File: src/rtl/pmem_arbiter.sv
// pmem_arbiter: shares the physical-memory port between the icache and the dcache.
// Grants one requester at a time and breaks ties round-robin. The granted address,
// write data and read/write direction are latched, and the grant is held until
// memory responds.
//
// Ports:
//   clk, rst                 clock (rising edge), asynchronous active-high reset
//   i_pmem_*                 icache side: read request, address, rdata, resp pulse
//   d_pmem_*                 dcache side: read/write request, address, wdata, rdata, resp
//   pmem_*                   memory side: read/write strobes, address, wdata, rdata, resp
module pmem_arbiter #(
  parameter int unsigned LINE_W = 256,
  parameter int unsigned ADDR_W = 32
) (
  input  logic              clk,
  input  logic              rst,
  // icache side
  input  logic              i_pmem_read,
  input  logic [ADDR_W-1:0] i_pmem_address,
  output logic [LINE_W-1:0] i_pmem_rdata,
  output logic              i_pmem_resp,
  // dcache side
  input  logic              d_pmem_read,
  input  logic              d_pmem_write,
  input  logic [ADDR_W-1:0] d_pmem_address,
  input  logic [LINE_W-1:0] d_pmem_wdata,
  output logic [LINE_W-1:0] d_pmem_rdata,
  output logic              d_pmem_resp,
  // memory side
  output logic              pmem_read,
  output logic              pmem_write,
  output logic [ADDR_W-1:0] pmem_address,
  output logic [LINE_W-1:0] pmem_wdata,
  input  logic [LINE_W-1:0] pmem_rdata,
  input  logic              pmem_resp
);

  typedef enum logic [1:0] {
    StIdle   = 2'd0,
    StServeI = 2'd1,
    StServeD = 2'd2
  } state_e;

  state_e              state_q, state_d;
  logic                last_d_q, last_d_d;
  logic                op_write_q, op_write_d;
  logic [ADDR_W-1:0]   addr_q, addr_d;
  logic [LINE_W-1:0]   wdata_q, wdata_d;

  logic req_i, req_d;
  logic grant_i, grant_d;

  assign req_i = i_pmem_read;
  assign req_d = d_pmem_read | d_pmem_write;

  // On a tie, the requester that was not served last wins.
  assign grant_i = req_i & (~req_d | last_d_q);
  assign grant_d = req_d & (~req_i | ~last_d_q);

  // State register. last_d resets to 1 so the icache wins the first tie.
  always_ff @(posedge clk or posedge rst) begin
    if (rst) begin
      state_q  <= StIdle;
      last_d_q <= 1'b1;
    end else begin
      state_q  <= state_d;
      last_d_q <= last_d_d;
    end
  end

  // Latched transaction registers.
  always_ff @(posedge clk or posedge rst) begin
    if (rst) begin
      op_write_q <= 1'b0;
      addr_q     <= '0;
      wdata_q    <= '0;
    end else begin
      op_write_q <= op_write_d;
      addr_q     <= addr_d;
      wdata_q    <= wdata_d;
    end
  end

  // Next-state and latch-enable logic.
  always_comb begin
    state_d    = state_q;
    last_d_d   = last_d_q;
    op_write_d = op_write_q;
    addr_d     = addr_q;
    wdata_d    = wdata_q;
    unique case (state_q)
      StIdle: begin
        if (grant_i) begin
          state_d    = StServeI;
          addr_d     = i_pmem_address;
          op_write_d = 1'b0;
        end else if (grant_d) begin
          state_d    = StServeD;
          addr_d     = d_pmem_address;
          // A simultaneous read and write is treated as a writeback.
          op_write_d = d_pmem_write;
          wdata_d    = d_pmem_wdata;
        end
      end
      StServeI: begin
        if (pmem_resp) begin
          state_d  = StIdle;
          last_d_d = 1'b0;
        end
      end
      StServeD: begin
        if (pmem_resp) begin
          state_d  = StIdle;
          last_d_d = 1'b1;
        end
      end
      default: state_d = StIdle;
    endcase
  end

  // Outputs. Responses are combinational so they land in the same cycle as pmem_resp.
  always_comb begin
    pmem_read    = 1'b0;
    pmem_write   = 1'b0;
    i_pmem_resp  = 1'b0;
    d_pmem_resp  = 1'b0;
    pmem_address = addr_q;
    pmem_wdata   = wdata_q;
    i_pmem_rdata = pmem_rdata;
    d_pmem_rdata = pmem_rdata;
    unique case (state_q)
      StServeI: begin
        pmem_read   = ~op_write_q;
        pmem_write  = op_write_q;
        i_pmem_resp = pmem_resp;
      end
      StServeD: begin
        pmem_read   = ~op_write_q;
        pmem_write  = op_write_q;
        d_pmem_resp = pmem_resp;
      end
      default: begin
      end
    endcase
  end

endmodule
File: config.mk
export PLATFORM = sky130hd
export DESIGN_NAME = pmem_arbiter
export DESIGN_NICKNAME = d
export VERILOG_FILES = /design/src/rtl/pmem_arbiter.sv
export SDC_FILE = /design/constraint.sdc
export NUM_CORES = 1
export LEC_CHECK = 0
export CORE_AREA = 5 5 543 545
export DETAILED_ROUTE_END_ITERATION = 10
export DIE_AREA = 0 0 548 550
export HOLD_SLACK_MARGIN = 0.05
export PLACE_DENSITY = 0.3
export SLEW_MARGIN = 20
export SYNTH_ARGS = -nofsm -noshare
export SYNTH_HDL_FRONTEND = slang
export SYNTH_SLANG_ARGS = --single-unit
File: constraint.sdc
create_clock -name clk -period 31.1 [get_ports clk]
set_input_delay 6.22 -clock clk [delete_from_list [all_inputs] [get_ports clk]]
set_output_delay 6.22 -clock clk [all_outputs]
set_load 0.1 [all_outputs]
# Yosys cells after proc, flatten, opt, wreduce, memory -nomap -nowiden
# Index checks and enable logic that the tools add are counted.
# W data, S select, Z words.
[word_totals]
register_bits = 292
latchBits = 0
ramBits = 0
romBits = 0
output_inout_bits = 804
memories = 0
[classes]
n_addsub = 0
multipliers = 0
n_div = 0
order_cmp = 0
n_eq_ne = 6
shifts = 0
muxes = 15
n_bitwise = 10
n_reduce_logical = 8
[op_table]
columns = ["cell", "n"]
rows = [
  ["$mux W32", 2],
  ["$mux W1", 8],
  ["$mux W2", 3],
  ["$reduce_and A3 Y1", 2],
  ["$not A1 Y1", 5],
  ["$ne A2 B2 Y1 const B", 2],
  ["$pmux W2 S2", 1],
  ["$reduce_and A2 Y1", 2],
  ["$reduce_bool A2 Y1", 2],
  ["$ne A3 B3 Y1 const B", 1],
  ["$or A1 B1 Y1", 3],
  ["$and A1 B1 Y1", 2],
  ["$eq A2 B1 Y1 const B", 1],
  ["$eq A2 B2 Y1 const B", 1],
  ["$logic_not A2 Y1", 1],
  ["$ne A2 B1 Y1 const B", 1],
  ["$pmux W1 S2", 1],
  ["$reduce_or A2 Y1", 1],
]

# Depth between registers and ports, before layout
# Gate-level depths: netlist of run 1.
[logic_depth]
word_depth = 6
depth_mapped = 7
ltp_nobuf = 5

# Least setup slack after synthesis of run 1
# No wires, ideal clock.
[synth_timing]
path_kind = "input -> output"
from = "input pmem_resp"
to = "output d_pmem_resp"
t_arrival_ps = 6971
required_time_ps = 24880
setup_slack_ps = 17909
cell_stages = 1
path_buffers = 0
path_cell_list = "and2_1"
[synth_between]
elab_chain_len = 1
[synth_lines]
columns = ["element", "line_no", "source"]
rows = [
  ["start, declared", "35", "input logic pmem_resp"],
  ["$mux W1", "131", "unique case (state_q)"],
  ["end, declared", "28", "output logic d_pmem_resp,"],
]
# No other way between the ends.

# Worst setup path after layout of run 1
# Same ends and word-level chain as after synthesis.

==> run metrics, run 1 <==
setup violators final 0; Post-Synthesis Cells ~1300; Final Critical Period 13.61 ns; Mapped Nets between 1500 and 2000; Pwr Density roughly 160 mW/mm^2; Overall Power around 3.9 mW; largest family of logic cells by synthesized area buffers and inverters; most frequent cells in the layout 464 x clkdlybuf4s50_1, 291 x dfrtp_1, 229 x mux2_4; IO Port Bufs around 620; die area ~0.30 mm^2; Worst-Margin Slew approximately 1.1 ns; Post-CTS Resized 0; Critical Path AT 7.39 ns; Worst setup EP type primary output; Synth Area in XOR/XNOR 0%; CTS Buffer Depth 3; synth unique cells 27; CTS tree yes; worst path required time around 25 ns; Peak VDD IR around 0.000086 V; WL final around 150000 um; CTS Buf Count 42; CTS Sinks 292; area grow syn2layout 48.93%; Overflow after GRT 0; Seq/Total Area, Yosys 45.32%; commonest non-fill, non-tap cell in the layout clkdlybuf4s50_1; hold_ws between 0.5 and 0.6 ns; first-pass GRT wire length between 150000 and 200000 um; Root Buffer clkbuf_16; Detail Placement HPWL approximately 140000 um; critical path launch point type input port; HP Class register to register; initial antenna violation count 75; placed inst area around 0.023 mm^2; Syn Std Cell Area 0.01612 mm^2; top-area cell type share of the netlist area between 40% and 50%; layout cells sized above 1 35.09%; Post-Syn Area per Cell approximately 13 um^2; Die X 548 um; reported max-cap violation count 0; crit-path max FO 3; Simple-Gate Fraction of Synth Area under 10%; Worst-path clk slew 0.06 ns; Initial Utilization 5.568%; Crit Path Class input port to primary output; Reg power frac 17.9%; clock skew after layout around 0.026 ns; compound-gate portion of the synthesized area under 10%; vias in the first global route between 10000 and 15000; Comb power frac between 60% and 70%; Sw Ratio 60.92%; multi-input logic area roughly 0.0046 mm^2; Fin. Hold Viols 0; worst skew pair latency 0.64 ns; Final ANT Viol Nets 0; GPL Wtd Cong between 0.7 and 0.8; DRC Markers 0; largest net degree at the start of global routing 124; RSZ-0062 raised after global routing false; vias per cell 1.941; Slew HR roughly a quarter; largest cells by area after synthesis dfrtp_1 45%, buf_4 24%, mux2_4 21%; vias roughly 10000; period utilisation layout 43.75%; Core Region 0.2896 mm^2; register area 0.007308 mm^2; first-pass iteration count of the detailed router 4; Sw Pwr 2.405 mW; status finished clean; Synth Area in Adders less than 1%; Fin Setup TNS 0 ns; nets@finish 1960; filler cell count between 30000 and 40000; #FFs+latches synth 292; Setup Fix Bufs, Post-CTS 0; maximum clock rate 73.50 MHz; cell area after layout roughly 0.024 mm^2; wire length per cell 29.50 um; mux contribution to synthesized area between 20% and 30%; GRT Util Overall about a tenth; Leak 9.137 nW; I/O pins 1386; area leader, netlist dfrtp_1; Core Util, Final 8.292%; clock share of power between 10 and 15%; Final Slew Violations 0; Rows 198; Int Pwr 1.543 mW; Iter 0 DRT Violations 404; CTS H-tree depth 2; die height ~550 um; hold_buf cts 0; Syn. warnings 0
[area by class of cell]
type | count | share of cell area (%)
repair buffers | 629 | 24.30
flip-flops and latches | 292 | 30.43
well taps | 3800 | 19.80
clock buffers | 55 | 4.830
multi-input cells | 405 | 19.07
clock inverters | 16 | 1.277
inverters | 5 | 0.1094
diodes | 17 | 0.1772
[layer usage]
metal | wire length [um] | track usage (%) | share of wire [%]
met4 | 5665 | 2.770 | 3.7
met5 | 171 | 0.3909 | 0.11
met3 | 32240 | 9.270 | 21
met1 | 40260 | 7.386 | 26
met2 | 75630 | 17.28 | 49
[Yosys cell counts]
cell type	count
mux2_2	27
a22o_1	1
a31oi_1	32
ha_1	3
o21ai_0	33
and2_1	2
nor2_1	32
a21o_1	2
buf_6	26
o31a_1	1
nand3_1	33
o21bai_2	1
a21boi_4	1
buf_1	2
dfstp_2	1
clkbuf_1	12
o21ba_2	1
mux2_4	229
o21ai_2	1
dfrtp_1	291
nor2b_1	2
buf_4	512
inv_1	5
nor3_1	1
nand2_1	1
buf_2	9
o2bb2ai_1	2
[path summary, 6_finish.rpt]
kind                            startpoint          endpoint  slack, ns  cells after the start
max in group asynchronous              rst  pmem_address[14]      22.89                      4
min                        pmem_wdata[126]   pmem_wdata[126]       0.51                      1
max                              pmem_resp       d_pmem_resp      17.49                      3
min in group asynchronous              rst    pmem_wdata[31]       6.04                      2
min reg2reg                pmem_wdata[126]   pmem_wdata[126]       0.51                      1
max reg2reg                     state_q[0]   pmem_wdata[187]      27.10                      8
[cell families (layout without fill, tap and decap cells)]
kind of cell    after synthesis  after routing
flops                       292            292
buf+inv                     566            705
simple gates                 71             71
fa+ha+maj                     3              3
other cells                   0             17
mux                         256            256
compound gates               75             75
[state kept, by name, summed over array words and instances, names as in the netlist]
signal        count
pmem_address     32
state_q           2
op_write_q        1
pmem_wdata      256
last_d_q          1
[critical path, stage by stage]
cell and delay, ns:
clkdlybuf4s50_1 0.52, and2_1 0.20, buf_2 0.45
[power groups by stage]
stage	clock, mW	sequential [mW]	combinational, mW
after global placement	0	0.712	2.80
after global routing	0.570	0.734	2.82
final	0.529	0.707	2.71
after floorplan	0	2.09	0.843
after detailed placement	0	0.718	2.79
after CTS	0.563	0.711	2.80
[metrics by stage]
step	instances	setup slack, ns
2_1_floorplan	1263	16.82
3_3_place_gp	5131	17.44
3_5_place_dp	5131	17.49
4_1_cts	5202	17.49
5_1_grt	5202	17.46
6_report	5219	17.49
Power figures use the tool's default switching activity.
==> inputs of run 2 (changes only) <==
--- a/config.mk
+++ b/config.mk
@@ -5,9 +5,9 @@
 export SDC_FILE = /design/constraint.sdc
 export NUM_CORES = 1
 export LEC_CHECK = 0
-export CORE_AREA = 5 5 543 545
+export CORE_AREA = 5 5 530 532
 export DETAILED_ROUTE_END_ITERATION = 10
-export DIE_AREA = 0 0 548 550
+export DIE_AREA = 0 0 535 537
 export HOLD_SLACK_MARGIN = 0.05
 export PLACE_DENSITY = 0.3
 export SLEW_MARGIN = 20
==> constraint.sdc (replaced) <==
create_clock -name clk -period 11.07 [get_ports clk]
set_input_delay 2.214 -clock clk [delete_from_list [all_inputs] [get_ports clk]]
set_output_delay 2.214 -clock clk [all_outputs]
set_load 0.1 [all_outputs]
==> run 2 against run 1 <==
Compared with the run above:
- sequential share of layout area rose by 0.16 points
- global-route usage fell by 0.72 points
- combinational power rose to 2.7 times the previous value
- count of clock-buffer cells in the layout rose by 7
- total power rose to 2.7 times the previous value
- register-to-register slack got worse by 19 ns
- clock skew fell by 0.0084 ns
- critical path depth did not move
- highest routed layer unchanged
==> run metrics, run 2 (synthesized netlist as in run 1, its figures left out) <==
status finished clean (unchanged); WL final 136600 um (was 154000 um); vias 9852 (was 10130); CTS tree yes (unchanged); DRC Markers 0 (unchanged); vias per cell 1.928 (was 1.941); HP Class register to register (unchanged); Critical Path AT 3.33 ns (was 7.39 ns); Rows 193 (was 198); GRT Util Overall 9.015% (was 9.734%); GPL Wtd Cong 0.7689 (was 0.7950); Slew HR 23.16% (was 24.56%); Core Region 0.2755 mm^2 (was 0.2896 mm^2); Worst-Margin Slew 1.149 ns (was 1.128 ns); Fin Setup TNS 0 ns (unchanged); Detail Placement HPWL 121300 um (was 138300 um); Worst setup EP type primary output (unchanged); clock share of power 12.9% (was 13.4%); first-pass GRT wire length 161900 um (was 180000 um); CTS H-tree depth 2 (unchanged); Leak 9.054 nW (was 9.137 nW); Initial Utilization 5.852% (was 5.568%); Int Pwr 4.307 mW (was 1.543 mW); Worst-path clk slew 0.06 ns (about the same); Root Buffer clkbuf_16 (unchanged); Crit Path Class input port to primary output (unchanged); RSZ-0062 raised after global routing false (unchanged); max FFs per register 256 (unchanged); FF-to-FF setup slack 7.92 ns (was 27.10 ns); crit-path max cell delay 0.50 ns (was 0.52 ns); reported max-cap violation count 0 (unchanged); Post-Place Cells 5037 (was 5131); Final Slew Violations 0 (unchanged); Core Util, Final 8.670% (was 8.292%); Iter 0 DRT Violations 422 (was 404); CTS Buf Count 42 (unchanged); clock skew after layout 0.01724 ns (was 0.02567 ns); CTS Buffer Depth 3 (unchanged); Pwr Density 448.8 mW/mm^2 (was 164.4 mW/mm^2); area grow syn2layout 48.16% (was 48.93%); Fin. Hold Viols 0 (unchanged); first-pass iteration count of the detailed router 4 (unchanged); period utilisation layout 50.06%; most frequent cells in the layout 512 x clkdlybuf4s50_1, 291 x dfrtp_1, 229 x mux2_4 (was 464 x clkdlybuf4s50_1, 291 x dfrtp_1, 229 x mux2_4); Final ANT Viol Nets 0 (unchanged); Crit-path slowest cell clkdlybuf4s50_1 (unchanged); vias in the first global route 10390 (was 10800); Reg power frac 18.7% (was 17.9%); crit-path max FO 3 (unchanged); hold_buf cts 0 (unchanged); Sw Ratio 59.82% (was 60.92%); nets@finish 1961 (was 1960); Overflow after GRT 0 (unchanged); initial antenna violation count 36 (was 75); Post-CTS Resized 0 (unchanged); Crit path max-delay family buffers and inverters (unchanged); largest net degree at the start of global routing 92 (was 124); worst path required time 8.86 ns (was 24.88 ns); IO Port Bufs 617 (unchanged); Sw Pwr 6.414 mW (was 2.405 mW); Overall Power 10.72 mW (was 3.948 mW); final std cells w/o fill 5111 (was 5219); Comb power frac 68.5% (was 68.7%); Final Critical Period between 5 and 6 ns; buffers plus inverters on the worst setup path 2 (unchanged); wire length per cell 26.73 um (was 29.50 um); Peak VDD IR 0.0001777 V (was 0.00008584 V); worst skew pair latency 0.58 ns (was 0.64 ns); die height 537 um (was 550 um); crit-path cells clkdlybuf4s50_1 -> and2_1 -> buf_2 (unchanged); setup violators final 0 (unchanged); hold_ws 0.5016 ns (was 0.5054 ns); maximum clock rate around 180 MHz; die area 0.2873 mm^2 (was 0.3014 mm^2); I/O pins 1386 (unchanged); layout cells sized above 1 31.72% (was 35.09%); commonest non-fill, non-tap cell in the layout clkdlybuf4s50_1 (unchanged); critical path launch point type input port (unchanged); Setup Fix Bufs, Post-CTS 0 (unchanged); Die X 535 um (was 548 um); CTS Sinks 292 (unchanged)
## run 2: cell types whose count changed in the layout (fill, tap and decap cells not counted), moves of 2 or more
cell and delta:
clkdlybuf4s50_1 +48, buf_4 -35, clkbuf_8 +6, clkinvlp_4 +2
clkbuf_2 -3, diode_2 -14, buf_2 -9, bufinv_16 -5
clkinv_16 -2, clkinv_4 -2
## run 2: routing by layer
metal / track usage (%) / vias to the layer above / share of wire, %
li1: - / 3940 / -
met1: 7.588 / 4539 / 29
met2: 15.47 / 1139 / 48
met3: 8.296 / 232 / 20
met4: 2.189 / 2 / 2.8
met5: 0.2632 / - / 0.083
## run 2: power groups by stage
stage / registers [mW] / logic [mW] / clock network, mW
floorplan: 5.88 / 2.37 / 0
global placement: 2.03 / 7.49 / 0
detailed placement: 2.04 / 7.48 / 0
CTS: 2.02 / 7.50 / 1.47
global route: 2.08 / 7.60 / 1.49
finish: 2.00 / 7.34 / 1.38
## run 2: final timing paths
| path | start | to | depth (start not counted) |
|---|---|---|---|
| worst max-delay path | pmem_resp | d_pmem_resp | 3 |
| worst min-delay path | pmem_wdata[103] | pmem_wdata[103] | 1 |
| worst max register to register | state_q[0] | pmem_wdata[89] | 7 |
| worst min register to register | pmem_wdata[103] | pmem_wdata[103] | 1 |
| max in group asynchronous | rst | pmem_wdata[97] | 4 |
| min in group asynchronous | rst | pmem_wdata[34] | 2 |
## run 2: worst reg2reg max path, stage by stage, from the launching register on
cell,delay [ns]
dfrtp_1,0.43
inv_1,0.09
ha_1,0.30
a21boi_4,0.19
o21ai_4,0.14
buf_4,0.62
buf_4,0.81
mux2_2,0.47
## run 2: final cells by class
type / instances / area, um^2
diodes: 3 / 7.507
multi-input cells: 405 / 4572
inverters: 5 / 26.28
clock buffers: 62 / 1267
fillers: 31760 / 251600
flip-flops and latches: 292 / 7308
clock inverters: 9 / 78.83
well taps: 3705 / 4636
repair buffers: 630 / 5993
## run 2: metrics by stage
| step | instance area, um^2 | worst slack, ns |
|---|---|---|
| finish | 23890 | 5.529 |
| global route | 23880 | 5.508 |
| CTS | 23890 | 5.530 |
| detailed placement | 22550 | 5.531 |
| global placement | 22560 | 5.466 |
| floorplan | 16120 | 0.7952 |
